`src/rtl/gray_rx_tracker.sv`:
```
// Receive-side tracker for a Gray-coded position bus: synchronizes, decodes,
// classifies each change as up/down/illegal and keeps a wrapping position count.
module gray_rx_tracker #(
  parameter int WIDTH = 3,
  parameter int POS_W = 8
) (
  input  logic             clk,
  input  logic             rst_n,
  input  logic [WIDTH-1:0] gin,
  input  logic             err_clr,
  output logic [WIDTH-1:0] bout,
  output logic             bout_valid,
  output logic             up,
  output logic             dn,
  output logic             jump,
  output logic             err,
  output logic [POS_W-1:0] pos
);

  typedef enum logic [1:0] {FILL0, FILL1, LOAD, RUN} state_t;

  state_t           state;
  logic [WIDTH-1:0] s1;
  logic [WIDTH-1:0] s2;
  logic [WIDTH-1:0] bnew;
  logic [WIDTH-1:0] d;

  // Each binary bit is the XOR of all Gray bits at or above it.
  always_comb begin
    bnew = '0;
    for (int i = 0; i < WIDTH; i++) begin
      bnew[i] = ^(s2 >> i);
    end
  end

  assign d = bnew - bout;

  always_ff @(posedge clk or negedge rst_n) begin
    if (!rst_n) begin
      state      <= FILL0;
      s1         <= '0;
      s2         <= '0;
      bout       <= '0;
      bout_valid <= 1'b0;
      up         <= 1'b0;
      dn         <= 1'b0;
      jump       <= 1'b0;
      err        <= 1'b0;
      pos        <= '0;
    end else begin
      s1   <= gin;
      s2   <= s1;
      up   <= 1'b0;
      dn   <= 1'b0;
      jump <= 1'b0;
      if (err_clr) begin
        err <= 1'b0;
      end
      case (state)
        FILL0: state <= FILL1;
        FILL1: state <= LOAD;
        LOAD: begin
          bout       <= bnew;
          bout_valid <= 1'b1;
          state      <= RUN;
        end
        RUN: begin
          // A fresh illegal change overrides a same-cycle clear.
          if (d == WIDTH'(1)) begin
            up   <= 1'b1;
            bout <= bnew;
            pos  <= pos + POS_W'(1);
          end else if (d == '1) begin
            dn   <= 1'b1;
            bout <= bnew;
            pos  <= pos - POS_W'(1);
          end else if (d != '0) begin
            jump <= 1'b1;
            err  <= 1'b1;
            bout <= bnew;
          end
        end
        default: state <= FILL0;
      endcase
    end
  end

endmodule

```
`config.mk`:
```
export PLATFORM = sky130hd
export DESIGN_NAME = gray_rx_tracker
export DESIGN_NICKNAME = d
export VERILOG_FILES = /design/src/rtl/gray_rx_tracker.sv
export SDC_FILE = /design/constraint.sdc
export NUM_CORES = 1
export LEC_CHECK = 0
export BUFFER_PORTS_ARGS = -buffer_cell sky130_fd_sc_hd__buf_2
export CAP_MARGIN = 30
export CORE_ASPECT_RATIO = 0.8
export CORE_MARGIN = 2
export CORE_UTILIZATION = 43
export DETAILED_ROUTE_END_ITERATION = 8
export PLACE_DENSITY = 0.61
export SKIP_CTS_REPAIR_TIMING = 1
export SLEW_MARGIN = 25
export SYNTH_ARGS = -nofsm -noshare
export SYNTH_HDL_FRONTEND = slang
export SYNTH_SLANG_ARGS = --single-unit
```
`constraint.sdc`:
```
create_clock -name clk -period 5.6 [get_ports clk]
set_clock_uncertainty 0.15 [all_clocks]
set_input_delay 0.56 -clock clk [delete_from_list [all_inputs] [get_ports clk]]
set_output_delay 0.56 -clock clk [all_outputs]
set_load 0.02 [all_outputs]
```
# ---- After elaboration in Yosys (flattened, before gate mapping)
# Cells that the tools add are included.
dict set report classes {
  n_mux 21
  n_reduce_logical 10
  n_eq_ne 6
  n_addsub 3
}
# op count
set ops {}
lappend ops {{2-to-1 mux 8 bit} 2}
lappend ops {{2-to-1 mux 1 bit} 14}
lappend ops {{2-to-1 mux 3 bit} 3}
lappend ops {{XOR reduction 3 bit} 3}
lappend ops {{adder 8 x 1 -> 8 bit (second input constant)} 1}
lappend ops {{subtractor 8 x 1 -> 8 bit (second input constant)} 1}
lappend ops {{case mux 2 bit (3 select lines)} 1}
lappend ops {{case mux 3 bit (2 select lines)} 1}
lappend ops {{nonzero test 3 bit} 2}
lappend ops {{equality test 2 bit (second input constant)} 2}
lappend ops {{inequality test 4 bit (second input constant)} 1}
lappend ops {{AND reduction 2 bit} 2}
lappend ops {{nonzero test 2 bit} 2}
lappend ops {{equality test 3 x 1 -> 1 bit (second input constant)} 1}
lappend ops {{equality test 3 bit (second input constant)} 1}
lappend ops {{subtractor 3 bit} 1}
lappend ops {{equality test 2 x 1 -> 1 bit (second input constant)} 1}
lappend ops {{zero test 2 bit} 1}
dict set report word_totals {
  regBits 24
  out_inout_bits 16
  input_bits 6
}

# ---- Longest topological paths before layout
dict set report logic_depth {
  ltp_word 7
  mapped_depth 14
  ltp_nobuf 14
}

# ---- Least setup slack after synthesis
# No wires, ideal clock.
dict set report synth_timing {
  kind {reg2reg}
  startpoint {reg s2[2]}
  endpoint {reg pos[6]}
  arrival_ns 3.099
  required_time_ns 5.328
  slack_ns 2.230
  setup_time_ns 0.122
  path_stages_with_launch 15
  n_path_buf 0
  path_cell_list {dfrtp_1 > xor2_1 > xnor2_1 > ha_1 > inv_1 > fa_1 > xnor3_2 > nor3_4 > inv_2 > ha_1 > a21o_1 > a21o_1 > a31oi_1 > xor2_1 > o21ai_1}
}
dict set report synth_via {
  elab_chain_len 5
}
# element line_no
set synth_rtl {}
lappend synth_rtl {{start, declared} 24} ;# logic [WIDTH-1:0] s2;
lappend synth_rtl {{start signal, assigned} 42} ;# s2 <= '0;
lappend synth_rtl {{start signal, assigned} 52} ;# s2 <= s1;
lappend synth_rtl {{XOR reduction 3 bit *} 32} ;# bnew[i] = ^(s2 >> i);
lappend synth_rtl {{via bnew[1]} 25} ;# logic [WIDTH-1:0] bnew;
lappend synth_rtl {{subtractor 3 bit *} 36} ;# assign d = bnew - bout;
lappend synth_rtl {{equality test 3 x 1 -> 1 bit / equality test 3 bit (equally long branches)} {69, 73}}
lappend synth_rtl {{nonzero test 2 bit (no line)} -}
lappend synth_rtl {{AND reduction 2 bit (no line)} -}
lappend synth_rtl {{end signal, assigned} 72} ;# pos <= pos + POS_W'(1);
lappend synth_rtl {{end signal, assigned} 76} ;# pos <= pos - POS_W'(1);
lappend synth_rtl {{end, declared} 17} ;# output logic [POS_W-1:0] pos
# Mark *: on every way through the listed nets, which the timed path passes. The rest lies on a longest branch.
# A chain may end at the register's enable or synchronous reset.

# ---- Worst setup path in the final report
dict set report layout_timing {
  startpoint {reg s2[2]}
  endpoint {reg pos[7]}
}
# The elaborated chain is that of the path after synthesis.

==> summary.md <==
* sky130_fd_sc_hd__ha_1 — CP dominant cell by count
* sky130_fd_sc_hd__dfrtp_1 — standard cell with the maximum stage delay on the critical path
* sky130_fd_sc_hd__clkbuf_8 — library cell used as clock root buffer
* 12.7 um — routed length per instance
* 0.105 ns — Post-Route Hold Slack
* 35 — Initial DRC Count
* 0 — final antenna-violating net count
* 21 — I/O Buffers
* 46.0% — starting density of the core
* 0 — setup violation total in the final timing report
* 1300 um^2 — area of the mapped netlist
* 2 — buffers and inverters on the worst path
* 667 um^2 — multi-input logic area
* 0 — number of pins with negative max-slew slack in the final report
* 1 — CTS HTree Levels
* 2830 um^2 — Core Box Area
* 0 — YS warnings
* 3 — number of buffers added by the clock tree synthesis step
* 0 ns — Sum Neg Setup Slack
* 2.30 mm — wire length reported by the detailed router
* 181 — final non-filler cell total
* reg2reg — startpoint-to-endpoint class of the critical path
* 263 — fill count
* 10.9 um^2 — post-synthesis average cell area
* 266 MHz — upper clock frequency limit
* 0 — count of flip-flops with a built-in enable after synthesis
* 15.7% — overall track demand over capacity in global routing
* 46.2% — proportion of synthesized chip area in sequential cells
* flip-flop — CP startpoint kind
* 3.82 ns — Arrival @ worst endpoint
* 161 — number of nets in the finished design
* 8 — Worst Path Max Fanout
* 0.42 ns — critical path's largest stage delay
* 0 — Hold Violations, Final
* sky130_fd_sc_hd__dfrtp_1 — Most used DFF post-synth
* 0.08 ns — clock-pin slew of the registers on the worst-case setup and hold paths
* 119 — number of standard cells after synthesis
* 0.782 — global placer's final weighted congestion
* 24 — synthesized flop and latch total
* 22 — I/O Pins
* 65.1% — Slew Limit Headroom
* 25 — largest net degree at the start of global routing
* 4.06 mm — first-pass GRT wire length
* 906 — via count
* 0 — number of design rule violations left after detail routing
* 0 — Ant. Diodes
* 177 — instance count after placement with tap cells included
* 601 um^2 — FF+latch area
* 16.6% — Layout area overhead
* 0 — total overflow reported by the global router
* 24.3% — GR Layer Usage met2
* adder cells — Top Family by Delay on Critical Path
* 3.76 ns — minimum clock period
* xor2_1, xnor2_1, ha_1, inv_1, fa_1, xnor3_2, nor3_4, inv_2, ha_1, a21oi_1, o21ai_0, nor4b_1, o2bb2ai_1, nand4_1 — cells traversed along the worst timing path
* 5.65 ns — critical path data required time
* 53.2 um — Chip Height
* 17 — standard-cell rows
* no — RSZ-0062 raised after global routing
* 21.0% — GR met1 Demand/Resource
* 65.5 um — die width
* 5.32% — global-route track usage on met3
* done — CTS tree
* 1.90 ns — Post-Place Worst Slack
* flip-flop — Critical Path Sink Type
* finished clean — run status
* 67.2% — post-route clock period utilization
* 0.26 ns — clock insertion delay at the later pin of the skew report
* 0.523 ns — Worst Tran Pin Value
* 3480 um^2 — Die Outline Area
* 5.01 — via density per instance
* in2async — class of the tightest hold or removal check
* 877 — via count of the first global-routing pass
* 23.8% — fraction of final layout cells sized beyond drive strength 1
* 1.84 ns — post-route setup slack
* 1.78 mm — half-perimeter wire length of the detailed placement result
* 24 — number of sinks on the clock net
* 0 — number of antenna violations at the first check in global routing
* 100% — share of synthesized registers carrying an async set or reset
* 0 — max-cap violations
* 136 — Post-Syn Nets
* 4 — first-pass iteration count of the detailed router
* 2 — Bufs on Longest Clock Path
* 40 — number of unique standard cell types used by synthesis
* met2 — Most Crowded Layer GR
[path summary, 6_finish.rpt]
path | from | endpoint | slack (ns) | cells past startpoint
setup reg to reg | s2[2] | pos[7] | 1.84 | 14
max in group asynchronous | rst_n | s2[0] | 4.86 | 1
hold reg to reg | s1[1] | s2[1] | 0.22 | 0
min in group clk | s1[1] | s2[1] | 0.22 | 0
setup / recovery | s2[2] | pos[7] | 1.84 | 14
hold / removal | rst_n | bout[1] | 0.10 | 1
[cell usage in the layout (no fill, tap or decap), drive strengths merged, types with 3 or more instances in the layout]
cell	instances
a21oi	6
a31oi	3
clkbuf	3
xor2	3
dfrtp	24
ha	10
nor2	7
nand2	14
o21ai	7
inv	7
xnor2	5
buf	21
[layer usage]
| layer | routed length [um] | vias up |
|---|---|---|
| li1 | - | 472 |
| met1 | 1160 | 409 |
| met2 | 968 | 21 |
| met3 | 149 | 4 |
| met4 | 20 | 0 |
| met5 | 0 | - |
[registers in the layout, indices dropped and copies added, names as in the netlist, 2 cells and up]
name	count
bout	3
state	2
pos	8
s2	3
s1	3
[per-stage QoR]
| stage | instance area (um^2) | util (%) |
|---|---|---|
| after floorplan | 1300 | - |
| after global placement | 1450 | 51.1 |
| after detailed placement | 1450 | 51.1 |
| after CTS | 1520 | 53.6 |
| after global routing | 1520 | 53.6 |
| final | 1520 | 53.6 |
[cell usage after synthesis, types with 2 or more instances]
master                     number  area, um^2
sky130_fd_sc_hd__a21o_1         2        15.0
sky130_fd_sc_hd__nor4b_1        2        17.5
sky130_fd_sc_hd__dfrtp_1       24         601
sky130_fd_sc_hd__xor2_1         3        26.3
sky130_fd_sc_hd__o21ai_1        4        20.0
sky130_fd_sc_hd__o31ai_1        2        15.0
sky130_fd_sc_hd__o211ai_1       2        15.0
sky130_fd_sc_hd__nor3b_1        2        15.0
sky130_fd_sc_hd__ha_1          10         125
sky130_fd_sc_hd__mux2_1         2        22.5
sky130_fd_sc_hd__a31oi_1        3        18.8
sky130_fd_sc_hd__nor2_1         6        22.5
sky130_fd_sc_hd__xnor2_1        5        43.8
sky130_fd_sc_hd__inv_1          6        22.5
sky130_fd_sc_hd__a21oi_1        6        30.0
sky130_fd_sc_hd__nand2_1       14        52.6
sky130_fd_sc_hd__o21ai_0        3        15.0
[logic make-up after synthesis]
| logic type | synth area share (%) |
|---|---|
| and+or+nand+nor | 16.1 |
| AOI/OAI and AO/OA | 13.2 |
| DFF | 46.2 |
| adders and majority gates | 11.2 |
| xor gates and xnor gates | 9.13 |
| buffers and inverters | 2.60 |
| muxes | 1.73 |
[layout make-up]
type | instances | share of cell area (%)
Tap cell | 38 | 3.13
Sequential cell | 24 | 39.6
Clock buffer | 3 | 2.72
Clock inverter | 1 | 1.98
Timing Repair Buffer | 21 | 6.92
Multi-Input combinational cell | 87 | 43.9
Inverter | 7 | 1.73
Power is not shown: default switching activity piles up to over one toggle a cycle in this logic, so the estimate is an artifact.
